$ cat src/rtl/gray_cap_pkg.sv
`default_nettype none
// ============================================================================
//  Module      : gray_cap_pkg
//  Description : Shared definitions for the grayscale capture controller:
//                FSM state encoding, default widths, SOF coordinates.
//  Revision    : 1.0  initial release
// ============================================================================
package gray_cap_pkg;

  localparam int DEF_ADDR_W = 19;
  localparam int DEF_CNT_W  = 16;

  // Coordinates of the first pixel of a frame
  localparam int SOF_X = 0;
  localparam int SOF_Y = 0;

  typedef enum logic [1:0] {
    S_IDLE    = 2'd0,
    S_ARM     = 2'd1,
    S_CAPTURE = 2'd2,
    S_DONE    = 2'd3
  } cap_state_t;

endpackage
`default_nettype wire

$ cat src/rtl/gray_win_check.sv
`default_nettype none
// ============================================================================
//  Module      : gray_win_check
//  Description : Registered crop-window compare. Produces one-cycle-delayed
//                hit / sof flags together with the pixel and its FIFO-full
//                flag, so all four stay aligned for the controller.
//  Ports       : clk, rst         clock, sync active-high reset
//                dval, x, y       incoming pixel valid and coordinates
//                gray_in, full_in pixel value and write-FIFO full flag
//                x0, y0, w, h     latched window
//                hit, sof         registered compare results
//                gray, full       pixel value / full flag aligned with hit
//  Revision    : 1.0  initial release
// ============================================================================
module gray_win_check
  import gray_cap_pkg::*;
#(
  parameter int CNT_W = DEF_CNT_W
) (
  input  logic             clk,
  input  logic             rst,
  input  logic             dval,
  input  logic [CNT_W-1:0] x,
  input  logic [CNT_W-1:0] y,
  input  logic [7:0]       gray_in,
  input  logic             full_in,
  input  logic [CNT_W-1:0] x0,
  input  logic [CNT_W-1:0] y0,
  input  logic [CNT_W-1:0] w,
  input  logic [CNT_W-1:0] h,
  output logic             hit,
  output logic             sof,
  output logic [7:0]       gray,
  output logic             full
);

  // One extra bit so x0+w / y0+h never wrap around
  logic [CNT_W:0] x_ext, y_ext, x_lo, y_lo, x_hi, y_hi;
  logic           in_x, in_y, sof_now;

  assign x_ext = {1'b0, x};
  assign y_ext = {1'b0, y};
  assign x_lo  = {1'b0, x0};
  assign y_lo  = {1'b0, y0};
  assign x_hi  = {1'b0, x0} + {1'b0, w};
  assign y_hi  = {1'b0, y0} + {1'b0, h};

  assign in_x    = (x_ext >= x_lo) && (x_ext < x_hi);
  assign in_y    = (y_ext >= y_lo) && (y_ext < y_hi);
  assign sof_now = dval && (x == CNT_W'(SOF_X)) && (y == CNT_W'(SOF_Y));

  always_ff @(posedge clk) begin
    if (rst) begin
      hit  <= 1'b0;
      sof  <= 1'b0;
      gray <= 8'd0;
      full <= 1'b0;
    end else begin
      hit  <= dval && in_x && in_y;
      sof  <= sof_now;
      gray <= gray_in;
      full <= full_in;
    end
  end

endmodule
`default_nettype wire

$ cat src/rtl/gray_capture_ctrl.sv
`default_nettype none
// ============================================================================
//  Module      : gray_capture_ctrl
//  Description : Captures a cropped window of the 8-bit gray pixel stream
//                into a linear frame-buffer write port. Arms on iStart,
//                waits for SOF, writes window pixels at 0..W*H-1, then
//                reports done; single-shot or continuous.
//  Ports       : iCLK, iReset           clock, sync active-high reset
//                iStart/iStop           capture request / abort
//                iContinuous            re-arm after each frame
//                iWinX0/Y0/W/H          window, sampled at accepted iStart
//                iGray,iDval,iX/Y_Cont  pixel stream
//                iWrFull                write FIFO full
//                oWrEn/oWrData/oWrAddr  write port
//                oBusy,oDone,oShort,oOverflow,oFrameCnt  status
//  Revision    : 1.0  initial release
// ============================================================================
module gray_capture_ctrl
  import gray_cap_pkg::*;
#(
  parameter int ADDR_W = DEF_ADDR_W,
  parameter int CNT_W  = DEF_CNT_W
) (
  input  logic              iCLK,
  input  logic              iReset,
  input  logic              iStart,
  input  logic              iStop,
  input  logic              iContinuous,
  input  logic [CNT_W-1:0]  iWinX0,
  input  logic [CNT_W-1:0]  iWinY0,
  input  logic [CNT_W-1:0]  iWinW,
  input  logic [CNT_W-1:0]  iWinH,
  input  logic [7:0]        iGray,
  input  logic              iDval,
  input  logic [CNT_W-1:0]  iX_Cont,
  input  logic [CNT_W-1:0]  iY_Cont,
  input  logic              iWrFull,
  output logic              oWrEn,
  output logic [7:0]        oWrData,
  output logic [ADDR_W-1:0] oWrAddr,
  output logic              oBusy,
  output logic              oDone,
  output logic              oShort,
  output logic              oOverflow,
  output logic [7:0]        oFrameCnt
);

  cap_state_t       state;
  logic [CNT_W-1:0] win_x0, win_y0, win_w, win_h;
  logic             cont;
  logic [ADDR_W:0]  area;
  logic [ADDR_W:0]  pix_cnt;

  logic             hit_q, sof_q, full_q;
  logic [7:0]       gray_q;

  logic [2*CNT_W-1:0] area_full;
  logic               take_hit, last_hit;

  gray_win_check #(.CNT_W(CNT_W)) u_win (
    .clk     (iCLK),
    .rst     (iReset),
    .dval    (iDval),
    .x       (iX_Cont),
    .y       (iY_Cont),
    .gray_in (iGray),
    .full_in (iWrFull),
    .x0      (win_x0),
    .y0      (win_y0),
    .w       (win_w),
    .h       (win_h),
    .hit     (hit_q),
    .sof     (sof_q),
    .gray    (gray_q),
    .full    (full_q)
  );

  assign area_full = {{CNT_W{1'b0}}, iWinW} * {{CNT_W{1'b0}}, iWinH};

  // In ARM only the SOF pixel itself may be taken; in CAPTURE a new SOF
  // terminates the frame and is never written.
  assign take_hit = hit_q && (((state == S_ARM) && sof_q) ||
                              ((state == S_CAPTURE) && !sof_q));
  assign last_hit = (pix_cnt + (ADDR_W+1)'(1)) == area;

  assign oBusy = (state != S_IDLE);

  always_ff @(posedge iCLK) begin
    if (iReset) begin
      state     <= S_IDLE;
      win_x0    <= '0;
      win_y0    <= '0;
      win_w     <= '0;
      win_h     <= '0;
      cont      <= 1'b0;
      area      <= '0;
      pix_cnt   <= '0;
      oWrEn     <= 1'b0;
      oWrData   <= 8'd0;
      oWrAddr   <= '0;
      oDone     <= 1'b0;
      oShort    <= 1'b0;
      oOverflow <= 1'b0;
      oFrameCnt <= 8'd0;
    end else begin
      oWrEn <= 1'b0;
      oDone <= 1'b0;
      if (iStop) begin
        state <= S_IDLE;
      end else begin
        case (state)
          S_IDLE: begin
            if (iStart) begin
              win_x0    <= iWinX0;
              win_y0    <= iWinY0;
              win_w     <= iWinW;
              win_h     <= iWinH;
              cont      <= iContinuous;
              area      <= area_full[ADDR_W:0];
              pix_cnt   <= '0;
              oOverflow <= 1'b0;
              if ((iWinW == '0) || (iWinH == '0)) begin
                // Empty window: complete immediately as a short frame
                state     <= S_DONE;
                oDone     <= 1'b1;
                oShort    <= 1'b1;
                oFrameCnt <= 8'd1;
              end else begin
                state     <= S_ARM;
                oShort    <= 1'b0;
                oFrameCnt <= 8'd0;
              end
            end
          end
          S_ARM: begin
            if (sof_q) state <= S_CAPTURE;
          end
          S_CAPTURE: begin
            if (sof_q) begin
              state     <= S_DONE;
              oDone     <= 1'b1;
              oShort    <= 1'b1;
              oFrameCnt <= oFrameCnt + 8'd1;
            end
          end
          S_DONE: begin
            pix_cnt <= '0;
            state   <= cont ? S_ARM : S_IDLE;
          end
          default: state <= S_IDLE;
        endcase

        if (take_hit) begin
          // A dropped pixel still consumes its address slot
          if (full_q) begin
            oOverflow <= 1'b1;
          end else begin
            oWrEn   <= 1'b1;
            oWrData <= gray_q;
            oWrAddr <= pix_cnt[ADDR_W-1:0];
          end
          pix_cnt <= pix_cnt + (ADDR_W+1)'(1);
          if (last_hit) begin
            state     <= S_DONE;
            oDone     <= 1'b1;
            oFrameCnt <= oFrameCnt + 8'd1;
          end
        end
      end
    end
  end

endmodule
`default_nettype wire

$ cat config.mk
export PLATFORM = sky130hd
export DESIGN_NAME = gray_capture_ctrl
export DESIGN_NICKNAME = d
export VERILOG_FILES = /design/src/rtl/gray_cap_pkg.sv /design/src/rtl/gray_win_check.sv /design/src/rtl/gray_capture_ctrl.sv
export SDC_FILE = /design/constraint.sdc
export NUM_CORES = 1
export LEC_CHECK = 0
export BUFFER_PORTS_ARGS = -buffer_cell sky130_fd_sc_hd__buf_2
export CORE_MARGIN = 10
export CORE_UTILIZATION = 55
export CTS_CLUSTER_SIZE = 25
export DETAILED_ROUTE_END_ITERATION = 10
export PLACE_DENSITY_LB_ADDON = 0.2
export SLEW_MARGIN = 5
export SYNTH_ARGS = -nofsm -noshare
export SYNTH_HDL_FRONTEND = slang
export SYNTH_SLANG_ARGS = --single-unit
$ cat constraint.sdc
create_clock -name iCLK -period 10.15 [get_ports iCLK]
set_input_delay 1.5225 -clock iCLK [delete_from_list [all_inputs] [get_ports iCLK]]
set_output_delay 1.5225 -clock iCLK [all_outputs]
set_load 0.02 [all_outputs]
==> results.md <==
Floorplan:
- The floorplan step defined a die boundary enclosing 34500 um2.
- The placeable core region is 27000 um2.
- After floorplanning, the core was divided into 60 placement rows.
- The die is 186 um wide.
- The die height is 186 um.
- Pin placement for this block handled 151 I/O pins.
- The effective utilization at floorplan is 56.0%.

Setup path:
- Data on the critical path is required at its endpoint by 10490 ps.
- The kind of launch point of the worst setup path is an input pin.
- Across all register-to-register paths, the minimum setup slack is ~6300 ps.
- The slowest cell on the critical path is sky130_fd_sc_hd__fa_1.
- The endpoint identified for the worst register-to-register timing path is u_win.hit.
- The endpoint class of the critical path is a register.
- The biggest fanout along the worst timing path is 17.
- The cell count of the worst reg-to-reg path is 14.
- By instance count, the cell type seen most on the critical path is sky130_fd_sc_hd__fa_1.
- The critical path is of the in -> reg type.
- Walking the worst path, the cells encountered are buf_2 -> nand2_1 -> fa_1 -> inv_1 -> fa_1 -> inv_1 -> fa_1 -> inv_1 -> fa_1 -> fa_1 -> inv_1 -> fa_1 -> inv_1 -> ha_1 -> nand2_1 -> a211o_1 -> a41oi_1 -> nor2_1 -> a21oi_1 -> a31oi_1 -> xnor2_1 -> a211oi_1.
- The longest individual stage delay on the worst path is 550 ps.
- The number of buffers and inverters on the critical path is 6.
- The arrival time reported for the critical path endpoint is 7080 ps.
- Broken down by cell family, the worst path's largest delay share belongs to adder cells.
- In this run the critical register-to-register path is launched from win_y0[0].

STA:
- The worst setup margin is 3410 ps.
- The count of final max-slew check failures is 0.
- Clock skew on the completed layout was measured at 12.8 ps.
- Adding up every negative setup slack in the final design gives 0 ps.
- The worst slew margin relative to its limit is 33.3%.
- Counting I/O delays and the setup requirement, the final critical path takes ~6700 ps.
- Setup repair after global routing left no endpoint under its margin.
- The fraction of the cycle the final worst path needs is 66.4%.
- The transition time at the pin with the least slew margin is 1000 ps.
- The number of failing hold endpoints at the final stage is 0.
- The total of endpoints with negative setup slack in the final report is 0.
- For this run, the top clock speed supported by timing is 148 MHz.

GRT:
- The number of global-route vias before repair came to 13200.
- The initial antenna violation count came to 1.
- The wire length of the first global-routing pass is 66000 um.
- The leftover overflow at the end of global routing is 0.
- The maximum number of pins on one net before global-route repair is 88.
- The combined global-route utilization of all metal layers is 23.6%.

Clock network:
- After clock tree synthesis, the setup repair step added 0 buffers.
- No sink is reached through more buffers than the 2 on the longest clock path.
- The TritonCTS clock tree is built.
- The latest clock arrival within the worst-skew pair is 430 ps.
- The clock-pin transition on the worst setup and hold timing paths is around 70 ps.
- In this run, post-CTS repair resized a total of 0 instances.
- The clock net in this run drives a total of 157 sinks.
- Clock tree synthesis selected as its root buffer the cell sky130_fd_sc_hd__clkbuf_16.
- The hold buffer count at CTS is 0.
- The CTS buffer count is 17.
- The number of levels the H-tree was split into is 4.

Synthesis:
- After synthesis, the share of flip-flops with an asynchronous set or reset is 0%.
- After synthesis the netlist holds a flip-flop and latch count of 157.
- The number of nets in the synthesized netlist is 2298.
- In the synthesized netlist the dominant register cell turns out to be sky130_fd_sc_hd__dfxtp_1.
- Synthesis produced 1901 cells.
- The number of enable flip-flop cells after synthesis is 0.
- The number of distinct standard cells referenced by the synthesized netlist is 59.
- Each instance of the synthesized netlist takes up on average 7.95 um2.
- The count of yosys warnings during synthesis is 0.
- The share of the synthesized area in the top cell type is 20.8%.
- The most area-hungry cell type in the Yosys netlist is sky130_fd_sc_hd__dfxtp_1.
- Summing the sequential cell areas from Yosys gives 20.8% of the chip area.
- In the synthesized netlist, the cells that appear most often are sky130_fd_sc_hd__nand2_1, sky130_fd_sc_hd__inv_1, sky130_fd_sc_hd__a21oi_1.
- The most instantiated library cell after synthesis is sky130_fd_sc_hd__nand2_1.
- The cell area that synthesis handed to floorplanning was 15100 um2.
- After synthesis, the cell types taking the most area are sky130_fd_sc_hd__dfxtp_1, sky130_fd_sc_hd__fa_1, sky130_fd_sc_hd__ha_1, sky130_fd_sc_hd__nand2_1, sky130_fd_sc_hd__a21oi_1.

Hold path:
- The worst hold path was traced through 2 stages.
- The startpoint of the worst hold path is u_win.gray[2].
- The tightest min-delay check is of the reg -> reg type.
- The endpoint of the worst hold-timing path is oWrData[2].

Detailed routing:
- After detailed routing, the number of vias per cell comes to 5.62.
- The number of design-rule violations left by the first detailed-router iteration is 989.
- The count of nets left with antenna violations once routing finished came out at 0.
- The final routed wirelength across all metal layers is 40000 um.
- The post-detailed-route wirelength per cell is 17.1 um.
- For this run, design rule violations remaining after detail routing come to 0.
- The detailed router placed 13100 vias in this run.
- The detailed-router iteration count before antenna repair is 5.

Pwr:
- The leakage component of the power is 0.00746 uW.
- The worst ir drop on vdd is 0.409 mV.
- Dividing total power by cell area gives a power density of between 200 and 250 nW/um2.

Layout:
- The post-synthesis to final-layout area growth is 9.75%.
- The post-route cell area is around 17000 um2.
- Leaving out filler cells and counting taps, the final layout contains about 2300.
- At the end of the flow the core is filled with cells to around three fifths.
- In the final layout, the share of cells above drive strength 1 is 9.88%.
- For this run, the post-layout net count is around 2400.

Place:
- Once detailed placement completed, the half-perimeter wirelength came to 30600 um.
- Prior to clock tree synthesis, the placed netlist has a worst setup slack of about 3000 ps.
- After detailed placement, the total cell area comes to 16000 um2.
- The number of cells after detailed placement is 2304.
- Routability-driven placement finished with a final weighted congestion of approximately 0.9.
- The count of buffers added on input and output ports is 150.

Run status:
- The flow ran to the end, and the final reports show no timing, DRC or antenna violations.

Job:
- The reported max-cap violation count is 0.
-- report_power, final --
part	internal (uW)	switching (uW)	total, uW
clock	371	284	655
combinational	999	1330	2330
sequential	649	25.6	674
-- layer usage --
| metal | vias up | wire (um) | part of all wire (%) | track usage (%) |
|---|---|---|---|---|
| met2 | 391 | 18800 | 47 | 38.8 |
| met5 | - | 0 | 0 | 0 |
| met4 | 0 | 773 | 1.9 | 6.84 |
| met1 | 6268 | 17800 | 44 | 31.3 |
| met3 | 54 | 2690 | 6.7 | 3.96 |
| li1 | 6405 | - | - | - |
-- final cells by class --
type,instances,area (um2)
clock inverter,14,176
clock buffer,17,425
multi-input combinational,1429,10800
tap,341,427
sequential,157,3140
antenna,1,2.50
timing repair buffer,154,783
fill,2436,10400
inverter,223,837
-- metrics by stage --
| stage | hold slack (ps) | power (uW) |
|---|---|---|
| final | 435 | 3660 |
| after floorplan | 417 | 2450 |
| after detailed placement | 427 | 3010 |
| after global placement | 421 | 2980 |
| after global routing | 457 | 4020 |
| after CTS | 438 | 3680 |
-- worst min-delay path, delay by kind of cell (launching register included) --
family / cells / cell delay [ps]
compound gates: 1 / 50
flops: 1 / 300
simple gates: 1 / 50
-- logic make-up (layout without fill, tap and decap cells) --
logic type / after synthesis / after routing / synth area share (%)
and+or+nand+nor: 717 / 717 / 22.6
AOI/OAI and AO/OA: 339 / 339 / 13.4
buffers and inverters: 315 / 408 / 7.92
adders and majority gates: 286 / 286 / 30.3
DFF: 157 / 157 / 20.8
xor gates and xnor gates: 86 / 86 / 4.98
muxes: 1 / 1 / 0.0662
other: 0 / 1 / 0
-- state kept, by name, indices dropped and copies added (netlist names) --
register and flops:
area 20, pix_cnt 20, oWrAddr 19, win_h 16, win_w 16, win_x0 16
win_y0 16, oFrameCnt 8, oWrData 8, u_win.gray 8, state 2, cont 1
oDone 1, oOverflow 1, oShort 1, oWrEn 1, u_win.full 1, u_win.hit 1
u_win.sof 1
-- cells in the final DEF (no fill, tap or decap), types with 4 or more instances in the layout --
cell type	instances
sky130_fd_sc_hd__nand2b_1	8
sky130_fd_sc_hd__nand4_1	14
sky130_fd_sc_hd__and4_1	4
sky130_fd_sc_hd__ha_1	153
sky130_fd_sc_hd__buf_2	149
sky130_fd_sc_hd__nand2_1	367
sky130_fd_sc_hd__inv_6	4
sky130_fd_sc_hd__a21o_1	31
sky130_fd_sc_hd__inv_1	223
sky130_fd_sc_hd__dfxtp_1	157
sky130_fd_sc_hd__o31ai_1	6
sky130_fd_sc_hd__nand3b_1	7
sky130_fd_sc_hd__o21ai_0	45
sky130_fd_sc_hd__xnor2_1	64
sky130_fd_sc_hd__o21bai_1	8
sky130_fd_sc_hd__xor2_1	22
sky130_fd_sc_hd__a21oi_1	174
sky130_fd_sc_hd__buf_4	5
sky130_fd_sc_hd__o211ai_1	9
sky130_fd_sc_hd__nor2b_1	24
sky130_fd_sc_hd__and2_1	88
sky130_fd_sc_hd__o21a_1	7
sky130_fd_sc_hd__fa_1	133
sky130_fd_sc_hd__nand3_1	29
sky130_fd_sc_hd__a211o_1	7
sky130_fd_sc_hd__nor2_1	68
sky130_fd_sc_hd__a211oi_1	11
sky130_fd_sc_hd__clkbuf_16	17
sky130_fd_sc_hd__a22o_1	5
sky130_fd_sc_hd__nor3_1	31
sky130_fd_sc_hd__a31oi_1	12
sky130_fd_sc_hd__nor4_1	26
sky130_fd_sc_hd__or3_1	14
sky130_fd_sc_hd__and3_1	16
sky130_fd_sc_hd__a22oi_1	4
-- worst max path at each step --
stage	end	slack (ps)	from	depth (start not counted)
2_1_floorplan	area[19]	3390	iWinW[4]	21
3_3_place_gp	area[19]	3110	iWinW[5]	22
3_5_place_dp	area[19]	3000	iWinH[1]	22
4_1_cts	area[19]	3430	iWinH[1]	22
5_1_grt	area[19]	2990	iWinW[5]	22
6_report	area[19]	3410	iWinW[5]	22
(Power assumes the default switching activity.)
